[src/rtl/ebr_port_arbiter.sv]
// ebr_port_arbiter: round-robin write/read arbiter and clear sequencer for one 256x16 EBR.
// Latency: the write is committed at the edge that ends the grant cycle; read data arrives one cycle after the grant.
// Backpressure: requests are levels held until granted; nothing is granted while clearing (busy).
// Optional feature macro: EBR_ARB_BYPASS_EN (forwards same-cycle same-address write data into the read result).
module ebr_port_arbiter #(
  parameter int NREQ       = 4,
  parameter bit CLR_ON_RST = 1'b1
) (
  input  logic                 clk,
  input  logic                 rst_n,
  input  logic [NREQ-1:0]      wr_req,
  input  logic [NREQ*8-1:0]    wr_addr,
  input  logic [NREQ*16-1:0]   wr_data,
  input  logic [NREQ*16-1:0]   wr_mask,
  output logic [NREQ-1:0]      wr_gnt,
  input  logic [NREQ-1:0]      rd_req,
  input  logic [NREQ*8-1:0]    rd_addr,
  output logic [NREQ-1:0]      rd_gnt,
  output logic [NREQ-1:0]      rd_vld,
  output logic [15:0]          rd_data,
  input  logic                 clr_req,
  output logic                 busy,
  output logic                 ram_we,
  output logic [7:0]           ram_waddr,
  output logic [15:0]          ram_wdata,
  output logic [15:0]          ram_wmask,
  output logic                 ram_re,
  output logic [7:0]           ram_raddr,
  input  logic [15:0]          ram_rdata
);

  localparam int PW = (NREQ <= 2) ? 1 : (NREQ <= 4) ? 2 : 3;

  typedef enum logic {S_CLEAR = 1'b0, S_RUN = 1'b1} state_t;
  localparam state_t RST_STATE = CLR_ON_RST ? S_CLEAR : S_RUN;

  // First requester at or after ptr (wrapping); MSB of the result flags that one was found.
  function automatic logic [PW:0] rr_pick(input logic [NREQ-1:0] req, input logic [PW-1:0] ptr);
    logic [PW:0] res;
    int          j;
    res = '0;
    for (int k = NREQ - 1; k >= 0; k--) begin
      j = int'(ptr) + k;
      if (j >= NREQ) j = j - NREQ;
      if (req[j[PW-1:0]]) res = {1'b1, j[PW-1:0]};
    end
    return res;
  endfunction

  state_t          r_state;
  state_t          w_state_nxt;
  logic [7:0]      r_cc;
  logic [PW-1:0]   r_wr_ptr;
  logic [PW-1:0]   r_rd_ptr;
  logic [NREQ-1:0] r_rd_vld;

  logic [PW:0]     w_wr_pick;
  logic [PW:0]     w_rd_pick;
  logic            w_wr_any;
  logic            w_rd_any;
  logic [PW-1:0]   w_wr_idx;
  logic [PW-1:0]   w_rd_idx;
  logic            w_run;

  assign w_wr_pick = rr_pick(wr_req, r_wr_ptr);
  assign w_rd_pick = rr_pick(rd_req, r_rd_ptr);
  assign w_wr_any  = w_wr_pick[PW];
  assign w_rd_any  = rd_pick_any(w_rd_pick);
  assign w_wr_idx  = w_wr_pick[PW-1:0];
  assign w_rd_idx  = w_rd_pick[PW-1:0];
  assign w_run     = (r_state == S_RUN);
  assign rd_vld    = r_rd_vld;

  function automatic logic rd_pick_any(input logic [PW:0] pick);
    return pick[PW];
  endfunction

  // State register: clear-after-reset or straight to traffic.
  always_ff @(posedge clk or negedge rst_n) begin
    if (!rst_n) r_state <= RST_STATE;
    else        r_state <= w_state_nxt;
  end

  // Next state: the clear ends after address 255 is written; clr_req only matters in RUN.
  always_comb begin
    w_state_nxt = r_state;
    case (r_state)
      S_CLEAR: if (r_cc == 8'hFF) w_state_nxt = S_RUN;
      S_RUN:   if (clr_req)       w_state_nxt = S_CLEAR;
      default: w_state_nxt = RST_STATE;
    endcase
  end

  // Outputs: the clear sweep owns the write port; in RUN the winners drive the EBR directly.
  always_comb begin
    busy      = 1'b0;
    wr_gnt    = '0;
    rd_gnt    = '0;
    ram_we    = 1'b0;
    ram_waddr = wr_addr[8*w_wr_idx +: 8];
    ram_wdata = wr_data[16*w_wr_idx +: 16];
    ram_wmask = wr_mask[16*w_wr_idx +: 16];
    ram_re    = 1'b0;
    ram_raddr = rd_addr[8*w_rd_idx +: 8];
    case (r_state)
      S_CLEAR: begin
        busy      = 1'b1;
        ram_we    = 1'b1;
        ram_waddr = r_cc;
        ram_wdata = 16'h0000;
        ram_wmask = 16'hFFFF;
      end
      S_RUN: begin
        wr_gnt[w_wr_idx] = w_wr_any;
        rd_gnt[w_rd_idx] = w_rd_any;
        ram_we           = w_wr_any;
        ram_re           = w_rd_any;
      end
      default: busy = 1'b0;
    endcase
  end

  // Clear counter walks 0..255 while clearing and sits at 0 otherwise.
  always_ff @(posedge clk or negedge rst_n) begin
    if (!rst_n)                 r_cc <= '0;
    else if (r_state == S_CLEAR) r_cc <= r_cc + 8'd1;
    else                        r_cc <= '0;
  end

  // Round-robin pointers move past the winner; they hold when nothing is granted.
  always_ff @(posedge clk or negedge rst_n) begin
    if (!rst_n) begin
      r_wr_ptr <= '0;
      r_rd_ptr <= '0;
    end else begin
      if (w_run && w_wr_any) r_wr_ptr <= (w_wr_idx == PW'(NREQ - 1)) ? '0 : w_wr_idx + 1'b1;
      if (w_run && w_rd_any) r_rd_ptr <= (w_rd_idx == PW'(NREQ - 1)) ? '0 : w_rd_idx + 1'b1;
    end
  end

  // Read valid follows the read grant by one cycle, even across a clear request.
  always_ff @(posedge clk or negedge rst_n) begin
    if (!rst_n) r_rd_vld <= '0;
    else        r_rd_vld <= rd_gnt;
  end

`ifdef EBR_ARB_BYPASS_EN
  logic        r_byp_vld;
  logic [15:0] r_byp_data;
  logic [15:0] r_byp_mask;

  // Capture a write that collides with the concurrent read so the read sees post-write data.
  always_ff @(posedge clk or negedge rst_n) begin
    if (!rst_n) begin
      r_byp_vld  <= 1'b0;
      r_byp_data <= '0;
      r_byp_mask <= '0;
    end else begin
      r_byp_vld  <= ram_we & ram_re & (ram_waddr == ram_raddr);
      r_byp_data <= ram_wdata;
      r_byp_mask <= ram_wmask;
    end
  end

  assign rd_data = r_byp_vld ? ((ram_rdata & ~r_byp_mask) | (r_byp_data & r_byp_mask)) : ram_rdata;
`else
  assign rd_data = ram_rdata;
`endif

endmodule
[config.mk]
export PLATFORM = sky130hd
export DESIGN_NAME = ebr_port_arbiter
export DESIGN_NICKNAME = d
export VERILOG_FILES = /design/src/rtl/ebr_port_arbiter.sv
export SDC_FILE = /design/constraint.sdc
export NUM_CORES = 1
export LEC_CHECK = 0
export BUFFER_PORTS_ARGS = -buffer_cell sky130_fd_sc_hd__buf_2
export CELL_PAD_IN_SITES_DETAIL_PLACEMENT = 1
export CELL_PAD_IN_SITES_GLOBAL_PLACEMENT = 1
export CORE_UTILIZATION = 22
export DETAILED_ROUTE_END_ITERATION = 16
export GPL_TIMING_DRIVEN = 0
export PLACE_DENSITY_LB_ADDON = 0.1
export SETUP_SLACK_MARGIN = 0.4
export SKIP_LAST_GASP = 1
export SLEW_MARGIN = 0
export SYNTH_ARGS = -nofsm -noshare
export SYNTH_HDL_FRONTEND = slang
export SYNTH_SLANG_ARGS = --single-unit
[constraint.sdc]
create_clock -name clk -period 2.8 [get_ports clk]
set_clock_uncertainty 0.1 [all_clocks]
set_input_delay 0.42 -clock clk [delete_from_list [all_inputs] [get_ports clk]]
set_output_delay 0.42 -clock clk [all_outputs]
set_load 0.02 [all_outputs]
==> results by group, run 1 <==
Global routing
  – Met3 usage: 4.24%
  – GRT Overall Usage: 22.0%
  – Met1 usage: a little under a quarter
  – Gr busiest metal: met2
  – Initial antenna violation count: 0
  – First-pass GRT wire length: 22500 um
  – Vias in the first global route: between 4000 and 5000
  – Pin count of the biggest net entering global routing: 18
  – Grt total ovfl: 0
  – Met2 Track Usage GR: 43.1%

Floorplan
  – Io pins: 298
  – Die H: between 100 and 150 um
  – Die width: between 100 and 150 um
  – Starting Density: ~23%
  – FP Rows: 40
  – Core area: between 10000 and 15000 sq um
  – Die Area: ~13000 sq um

Pwr
  – Int Pwr: between 0.0015 and 0.002 W
  – Net Switching: between 0.0015 and 0.002 W
  – Logic gate share of total power: 81.2%
  – Reg power frac: between 10% and 20%
  – Sw Ratio: about half
  – Pwr Density: between 600 and 700 nW/um^2
  – Clock power share: approximately 7.9%
  – VDD IR max: approximately 210 uV
  – Total power draw: about 0.0037 W
  – Leakage power: 2.85 nW

Clock tree
  – TritonCTS clock tree: built
  – CTS Sinks: 17
  – H-tree levels: 1
  – Hold_buf cts: 0
  – Clk pin slew, worst setup/hold paths: 0.05 ns
  – Root Buffer: clkbuf_16
  – Number of CTS-inserted buffers: 3
  – Max Root-Sink Buffers: 2
  – Later-pin clock latency in the skew report: about 0.25 ns

Synthesis
  – Post-synth EDFFs: 0
  – Synthesized area: about 2800 sq um
  – Net Count, Synth: ~590
  – Ys async rst share: 100%
  – Synth top area cells: dfrtp_1 (15%), mux2i_1 (14%), a211oi_1 (13%)
  – Synth Flop Type: dfrtp_1
  – Cell taking the most area after synthesis: dfrtp_1
  – Number of distinct library cells after synthesis: 40
  – Post-synth top cells: and3_1 (49), a211oi_1 (48), nand2_1 (46), mux2i_1 (38), clkbuf_1 (23)
  – Count leader, synth: and3_1
  – YS warnings: 0
  – Post-synth top area share: approximately 15%
  – Yosys reg bits: 17
  – Post-synthesis sequential area ratio: ~15%
  – Synthesized area per cell: ~7.7 sq um
  – Syn Inst Count: roughly 360

Routing
  – Routed Antenna Nets: 0
  – Total number of vias: 4139
  – Avg Vias per Cell: approximately 5
  – Drt wl/cell: roughly 18 um
  – First-pass DRT Iterations: 4
  – Initial drt markers: 140
  – DRT Wirelength: roughly 15000 um
  – Post-route DRC: 0

Critical path
  – R2r setup slk: roughly 0.31 ns
  – Required @ worst endpoint: 2.28 ns
  – Worst setup EP type: output port
  – Arrival time at the worst endpoint: ~2.4 ns
  – Crit path kind: reg -> out
  – CP Launch Type: flop
  – CP Max Fanout: 8

STA
  – Fin Hold WS: 0.00108 ns
  – Worst setup margin: -0.155 ns
  – Worst-margin pin slew: approximately 1.0 ns
  – Min cycle time layout: 2.95 ns
  – Max-slew violations: 0
  – Fmax: around 0.34 GHz
  – Fin. Hold Viols: 0
  – Final setup viols: around 40
  – Period utilization: 106%
  – RSZ-0062 raised after global routing: true
  – Worst slew margin: 30.3%

Cells and area
  – Area occupied by multi-input gates: 2640 sq um
  – # diodes: 0
  – FF+latch area: roughly 430 sq um
  – Final non-filler cell total: between 800 and 900
  – Synth-to-Final Area Change: 108%
  – Final nets: 894
  – Share of post-route cells with drive strength above 1: about 70%
  – Filler cell count: approximately 1500
  – Fin area: a little under 6000 sq um

Status
  – Status: finished with violations
  – Failing checks: setup timing

Job
  – Max-cap violation count: 0

Placed design
  – PortBufs: between 200 and 300
  – Place WS: -0.323 ns
  – DP Cell Count: between 800 and 900
  – Post-DP HPWL: ~12000 um
  – RD Place Congestion: a little under 0.8
  – Post-DP Area: ~4800 sq um

Min path
  – Hold/Removal Path Class: in -> async
state kept, by name, indices dropped and copies added (netlist names):
name and count:
r_state 1, r_rd_ptr 2, rd_vld 4, r_wr_ptr 2
r_cc 8
cell usage in the layout (no fill, tap or decap), drive strengths merged, types with 3 or more instances in the layout:
master	synthesis	layout
nand2	46	46
clkbuf	23	23
nor3	5	5
o21ai	20	20
buf	29	336
mux2i	38	38
a211oi	48	48
ha	3	3
inv	8	8
o221ai	7	7
dfrtp	17	17
a21o	3	3
or3	3	3
a21oi	7	7
and3	49	49
a311oi	16	16
nor2b	4	4
nor2	9	9
o22ai	3	3
mux2	4	4
nand3	4	4
through the flow:
| stage | TNS [ns] | util [%] |
|---|---|---|
| floorplan | 0 | - |
| global placement | -8.81 | 39.1 |
| detailed placement | -10.36 | 39.1 |
| CTS | -5.03 | 45.3 |
| global route | -6.67 | 47.7 |
| finish | -4.20 | 47.7 |
logic make-up after synthesis:
| group | synth area share (%) |
|---|---|
| buf+inv | 12.0 |
| flops | 15.3 |
| simple gates | 23.4 |
| fa+ha+maj | 1.35 |
| compound gates | 31.7 |
| xor+xnor | 0.944 |
| mux | 15.3 |
repair_timing:
item                       CTS  global route
buffers inserted            14             4
setup endpoints to repair   58            57
cloned                       3             2
pin swaps                   10            15
resized for setup          141            60
path summary, 6_finish.rpt:
kind	startpoint	end	depth (start not counted)
max	r_wr_ptr[0]$_DFFE_PN0P_	ram_wdata[12]	10
min	rst_n	rd_vld[2]$_DFF_PN0_	1
max reg2reg	r_wr_ptr[0]$_DFFE_PN0P_	r_wr_ptr[1]$_DFFE_PN0P_	10
min reg2reg	r_cc[0]$_DFF_PN0_	r_cc[0]$_DFF_PN0_	1
max in group asynchronous	rst_n	r_rd_ptr[0]$_DFFE_PN0P_	1
min in group clk	clr_req	r_state$_DFF_PN0_	2
area by class of cell:
cell class | count | area share [%]
buffer | 52 | 8.11
multi-input combinational | 284 | 45.5
clock buffer | 4 | 1.36
inverter | 10 | 0.863
tap | 168 | 3.63
timing repair buffer | 304 | 33.2
sequential | 17 | 7.36
power by group through the flow:
stage / logic, W / clock network, W / registers, W
after global routing: 0.00319 / 0.000308 / 0.000412
final: 0.00297 / 0.000289 / 0.000399
after CTS: 0.00275 / 0.000301 / 0.000394
after detailed placement: 0.00216 / 0 / 0.000401
after global placement: 0.00212 / 0 / 0.000394
after floorplan: 0.00157 / 0 / 0.000376
worst max-delay path: stages, from the launching register on:
cell      delay (ns)
dfrtp_1         0.41
nor2b_2         0.07
or4_4           0.55
and2_4          0.17
buf_12          0.13
clkinv_8        0.04
buf_8           0.12
buf_12          0.13
nand2_4         0.05
a311oi_4        0.32
buf_6           0.17
layer usage:
layer / vias to the layer above / part of all wire (%)
met1: 1950 / 38
met5: - / 0
met4: 0 / 1.9
met3: 18 / 6.9
met2: 186 / 53
li1: 1985 / -
Note: power is estimated with default switching activity, not from simulation.
==> run 2: changes to the inputs <==
- PLACE_DENSITY: unset -> 0.92
- PLACE_DENSITY_LB_ADDON: 0.1 -> unset
==> run 2 against run 1 <==
Against the previous run:
- clock power grew 5%
- count of clock-buffer cells in the layout is the same
- non-clock buffer count grew 12
- combinational power grew 17%
- register-to-register slack gained 0.22 ns
- critical endpoint is now ram_wdata[2]
- die area is the same
- critical path depth is the same
- largest cell class unchanged
- the flow still finishes with violations (setup timing)
==> results by group, run 2 (same netlist as run 1, synthesis figures left out) <==
STA
  – Worst-margin pin slew: between 1 and 1.5 ns
  – Fin. Hold Viols: 0
  – RSZ-0062 raised after global routing: true
  – Max-slew violations: 0
  – Fin Hold WS: approximately 0.27 ns
  – Worst setup margin: -0.146 ns
  – Total negative slack: -3.16 ns
  – Final setup viols: 36
  – Worst slew margin: between 20% and 30%
  – Min cycle time layout: 2.95 ns
  – Fmax: between 0.3 and 0.4 GHz
  – Period utilization: 105%

Pwr
  – Leakage power: 3.02 nW
  – Reg power frac: around a tenth
  – VDD IR max: approximately 300 uV
  – Net Switching: 0.00200 W
  – Logic gate share of total power: 83.2%
  – Int Pwr: 0.00218 W
  – Total power draw: ~0.0042 W
  – Sw Ratio: 47.9%
  – Pwr Density: a little under 700 nW/um^2
  – Clock power share: approximately 7.3%

Min path
  – Hold EP: r_state$_DFF_PN0_
  – Hold/Removal Path Class: in -> reg
  – Hold Path Stages: 2
  – Min-delay src: clr_req

Status
  – Status: finished with violations
  – Failing checks: setup timing

Critical path
  – Crit Reg-Reg Endpoint: r_wr_ptr[1]$_DFFE_PN0P_
  – CP Max Fanout: 5
  – Arrival time at the worst endpoint: between 2 and 2.5 ns
  – Required @ worst endpoint: ~2.3 ns
  – Crit path kind: reg -> out
  – Reg-to-reg startpoint: r_wr_ptr[1]$_DFFE_PN0P_
  – Worst setup EP type: output port
  – CP Launch Type: flop
  – R2R depth: 8
  – R2r setup slk: 0.53 ns

Floorplan
  – Io pins: 298
  – FP Rows: 40
  – Die H: approximately 110 um
  – Die Area: about 13000 sq um
  – Die width: 115 um
  – Core area: ~12000 sq um
  – Starting Density: between 20% and 30%

Cells and area
  – Synth-to-Final Area Change: 121%
  – Most frequent cells in the layout: buf_2 (233), buf_4 (49), and3_1 (49)
  – Largest reg by FF count: r_cc
  – Filler cell count: approximately 1400
  – Max reg flops: 8
  – Share of post-route cells with drive strength above 1: around 71%
  – # diodes: 0
  – Commonest non-fill, non-tap cell in the layout: buf_2
  – Fin area: approximately 6000 sq um
  – Final nets: ~900

Placed design
  – Post-DP Area: between 4000 and 5000 sq um
  – Post-DP HPWL: approximately 12000 um
  – PortBufs: about 280
  – RD Place Congestion: a little under 0.8

Global routing
  – Vias in the first global route: 4630
  – GRT Overall Usage: 23.9%
  – First-pass GRT wire length: about 24000 um
  – Grt total ovfl: 0
  – Pin count of the biggest net entering global routing: 18
  – Initial antenna violation count: 0

Clock tree
  – H-tree levels: 1
  – Number of CTS-inserted buffers: 3
  – TritonCTS clock tree: built
  – Max Root-Sink Buffers: 2
  – Clk pin slew, worst setup/hold paths: around 0.050 ns
  – CTS Sinks: 17
  – Root Buffer: clkbuf_16
  – Later-pin clock latency in the skew report: about 0.26 ns

Job
  – Max-cap violation count: 0

Routing
  – First-pass DRT Iterations: 4
  – Routed Antenna Nets: 0
  – Total number of vias: around 4400
  – Initial drt markers: roughly 180
  – DRT Wirelength: between 15000 and 20000 um
  – Drt wl/cell: 20.6 um
  – Post-route DRC: 0
  – Avg Vias per Cell: roughly 5.2
[run 2: changes by cell type in the layout (fill, tap and decap cells not counted), moves of 3 or more]
cell / previous run / this run
a211oi_1: 22 / 12
a211oi_2: 26 / 34
buf_2: 241 / 233
nand2_1: 38 / 31
buf_6: 36 / 42
nand2_4: 4 / 9
buf_4: 45 / 49
clkbuf_4: 2 / 6
clkbuf_8: 0 / 4
clkbuf_1: 9 / 6
[run 2: critical path, cell delays in order (launching register included)]
cell and delay, ns:
dfrtp_1 0.40, or4_4 0.56, and2_4 0.17, buf_8 0.13, clkinv_8 0.05, buf_12 0.11
buf_12 0.10, buf_12 0.12, nand2_4 0.05, a311oi_4 0.30, buf_6 0.17
[run 2: worst max-delay path by stage]
stage,start,slack (ns),end
after CTS,r_wr_ptr[1]$_DFFE_PN0P_,-0.15,ram_wdata[2]
final,r_wr_ptr[1]$_DFFE_PN0P_,-0.15,ram_wdata[2]
after floorplan,wr_req[2],0.22,ram_wdata[10]
after global placement,wr_req[0],-0.39,ram_wdata[14]
after global routing,r_wr_ptr[1]$_DFFE_PN0P_,-0.22,ram_wdata[2]
after detailed placement,wr_req[0],-0.46,ram_wdata[10]
[run 2: final cells by class]
type	count	area (sq um)	share of cell area, %
repair buffers	316	2110	34.4
clock buffers	4	78.8	1.28
multi-input cells	284	2770	45.0
well taps	168	210	3.42
inverters	10	52.6	0.855
plain buffers	52	498	8.11
flip-flops and latches	17	427	6.95
[run 2: timing repair]
action / 4_1_cts / 5_1_grt
gates cloned: 4 / 3
gates resized for setup: 181 / 73
setup buffers: 18 / 9
endpoints found under the setup margin: 58 / 56
pin swaps: 28 / 20
hold buffers: 1 / 0
endpoints found under the hold margin: 17 / 0
[run 2: stage by stage]
| step | instances | util (%) | setup slack [ns] |
|---|---|---|---|
| 2_1_floorplan | 363 | - | 0.218 |
| 3_3_place_gp | 812 | 39.1 | -0.395 |
| 3_5_place_dp | 812 | 39.1 | -0.464 |
| 4_1_cts | 839 | 47.1 | -0.148 |
| 5_1_grt | 851 | 50.5 | -0.218 |
| 6_report | 851 | 50.5 | -0.146 |
[run 2: power by group through the flow]
stage / sequential [W] / combinational (W) / clock (W)
after floorplan: 0.000376 / 0.00157 / 0
after detailed placement: 0.000405 / 0.00222 / 0
after CTS: 0.000395 / 0.00308 / 0.000308
after global routing: 0.000410 / 0.00367 / 0.000320
after global placement: 0.000399 / 0.00217 / 0
final: 0.000400 / 0.00347 / 0.000304
[run 2: routing by layer]
layer / up-vias / GRT usage [%] / routed length, um
met5: - / 0 / 0
met4: 0 / 7.19 / 494
met3: 41 / 4.29 / 1250
met2: 240 / 48.6 / 9500
met1: 2112 / 24.3 / 6260
li1: 2008 / - / -
==> run 3: changes to the inputs <==
- SETUP_SLACK_MARGIN: 0.4 -> unset
==> run 3 against run 2 <==
Against the previous run:
- the flow finishes with violations (hold timing, setup timing)
- cell area fell by 15%
- global-route usage fell by 2.9 points
- clock power barely moved
- cell count fell by 2.0%
- worst setup slack improved by 0.13 ns
- count of clock-buffer cells in the layout fell by 1
- flip-flop and latch count did not move
- register-to-register slack improved by 0.06 ns
- sequential share of layout area rose by 1.2 points
- fmax rose by 4.7%
- critical endpoint is now ram_wdata[14]
==> results by group, run 3 (same netlist as run 1, synthesis figures left out) <==
Pwr
  – Pwr Density: between 600 and 700 nW/um^2
  – Total power draw: roughly 0.0034 W
  – Leakage power: around 2.7 nW
  – VDD IR max: ~280 uV

Floorplan
  – Die width: 115 um
  – Starting Density: between 20 and 25%
  – FP Rows: 40
  – Die Area: about 13000 sq um
  – Io pins: 298
  – Core area: about 12000 sq um
  – Die H: between 100 and 150 um

Cells and area
  – Synth-to-Final Area Change: 87.1%
  – Most frequent cells in the layout: buf_2 (248), buf_4 (67), and3_1 (46)
  – Share of post-route cells with drive strength above 1: 63.7%
  – Filler cell count: around 1600
  – Largest reg by FF count: r_cc
  – Max reg flops: 8
  – Fin area: 5210 sq um
  – Final non-filler cell total: roughly 830
  – Final nets: 887
  – Area occupied by multi-input gates: around 2300 sq um
  – FF+latch area: roughly 430 sq um
  – Commonest non-fill, non-tap cell in the layout: buf_2

Critical path
  – Arrival time at the worst endpoint: 2.29 ns
  – Crit-path cells: nor2b_1, or4_4, and2_4, inv_8, buf_12, buf_12, nand2_1, a311oi_2, buf_4
  – Worst setup EP type: output port
  – Required @ worst endpoint: 2.28 ns
  – CP Max Fanout: 7
  – Reg-to-reg startpoint: r_wr_ptr[0]$_DFFE_PN0P_
  – R2R depth: 8
  – Crit Reg-Reg Endpoint: r_wr_ptr[1]$_DFFE_PN0P_
  – Top Family by Delay on Critical Path: simple AND/OR/NAND/NOR gates
  – Crit path top cell by count: buf_12
  – Crit path depth: 9
  – R2r setup slk: approximately 0.6 ns
  – Crit path kind: reg -> out
  – CP peak stage delay: approximately 0.54 ns
  – Max stage delay cell, worst path: or4_4
  – Buf/Inv on CP: 4
  – CP Launch Type: flop

Clock tree
  – Number of CTS-inserted buffers: 3
  – CTS Sinks: 17
  – H-tree levels: 1
  – Clk pin slew, worst setup/hold paths: about 0.060 ns
  – Root Buffer: clkbuf_16
  – TritonCTS clock tree: built
  – Max Root-Sink Buffers: 2
  – Later-pin clock latency in the skew report: approximately 0.25 ns

Global routing
  – Gr busiest metal: met2
  – Met3 usage: 3.97%
  – Vias in the first global route: a little over 4000
  – Initial antenna violation count: 2
  – Met1 usage: between 20 and 25%
  – First-pass GRT wire length: about 21000 um
  – Pin count of the biggest net entering global routing: 18
  – Met2 Track Usage GR: a little over two fifths
  – GRT Overall Usage: between 20% and 30%
  – Grt total ovfl: 0

STA
  – Max-slew violations: 0
  – Final setup viols: 12
  – Worst slew margin: between 40% and 50%
  – Period utilization: 101%
  – RSZ-0062 raised after global routing: true
  – Worst setup margin: -0.0143 ns
  – Fmax: between 0.3 and 0.4 GHz
  – Worst-margin pin slew: a little under 0.8 ns
  – Fin. Hold Viols: 2
  – Min cycle time layout: between 2 and 3 ns
  – Fin Hold WS: -0.0000427 ns

Status
  – Failing checks: hold timing, setup timing
  – Status: finished with violations

Placed design
  – PortBufs: 281
  – Post-DP HPWL: approximately 12000 um
  – DP Cell Count: between 800 and 900
  – Place WS: -0.508 ns
  – Post-DP Area: ~4400 sq um
  – RD Place Congestion: approximately 0.85

Min path
  – Hold/Removal Path Class: in -> async

Routing
  – Drt wl/cell: about 18 um
  – Avg Vias per Cell: between 4 and 5
  – Post-route DRC: 0
  – Routed Antenna Nets: 0
  – DRT Wirelength: 15200 um
  – First-pass DRT Iterations: 4
  – Initial drt markers: 178
  – Total number of vias: slightly above 4000

Job
  – Max-cap violation count: 0
-- run 3: timing repair --
action / in CTS / in global routing
endpoints found under the hold margin: 0 / 0
gates cloned: 2 / 2
endpoints found under the setup margin: 47 / 48
resized for setup: 65 / 108
pin swaps: 5 / 33
setup buffers: 8 / 5
hold buffers: 0 / 0
-- run 3: area by class of cell --
cell class / count / area share [%]
well taps: 168 / 4.03
plain buffers: 51 / 7.83
multi-input cells: 284 / 44.7
clock inverters: 1 / 0.0961
diodes: 2 / 0.0961
flip-flops and latches: 17 / 8.17
inverters: 10 / 0.865
repair buffers: 298 / 32.8
clock buffers: 3 / 1.44
-- run 3: worst max path at each step --
stage	from	to	slack (ns)
after CTS	r_wr_ptr[0]$_DFFE_PN0P_	ram_wmask[11]	-0.08
after detailed placement	wr_req[0]	ram_wdata[11]	-0.51
after global placement	wr_req[0]	ram_wdata[13]	-0.47
after global routing	r_wr_ptr[0]$_DFFE_PN0P_	ram_wmask[7]	-0.12
final	r_wr_ptr[0]$_DFFE_PN0P_	ram_wdata[14]	-0.01
after floorplan	wr_req[0]	ram_wdata[10]	0.16
-- run 3: power breakdown --
group	leakage, nW	switching, W	internal [W]
registers	0.215	0.0000886	0.000314
logic	2.47	0.00143	0.00129
clock network	0.0409	0.000109	0.000192
total	2.73	0.00163	0.00179
-- run 3: per-stage QoR --
step,setup TNS [ns],utilization [%]
after floorplan,0,-
after global placement,-9.96,36.2
after detailed placement,-10.88,36.2
after CTS,-0.462,39.4
after global routing,-2.87,42.8
final,-0.0884,42.8
-- run 3: per-layer routing --
layer | vias to the layer above | wire (um)
li1 | 1968 | -
met1 | 1926 | 5590
met2 | 192 | 8210
met3 | 22 | 1110
met4 | 0 | 311
met5 | - | 0
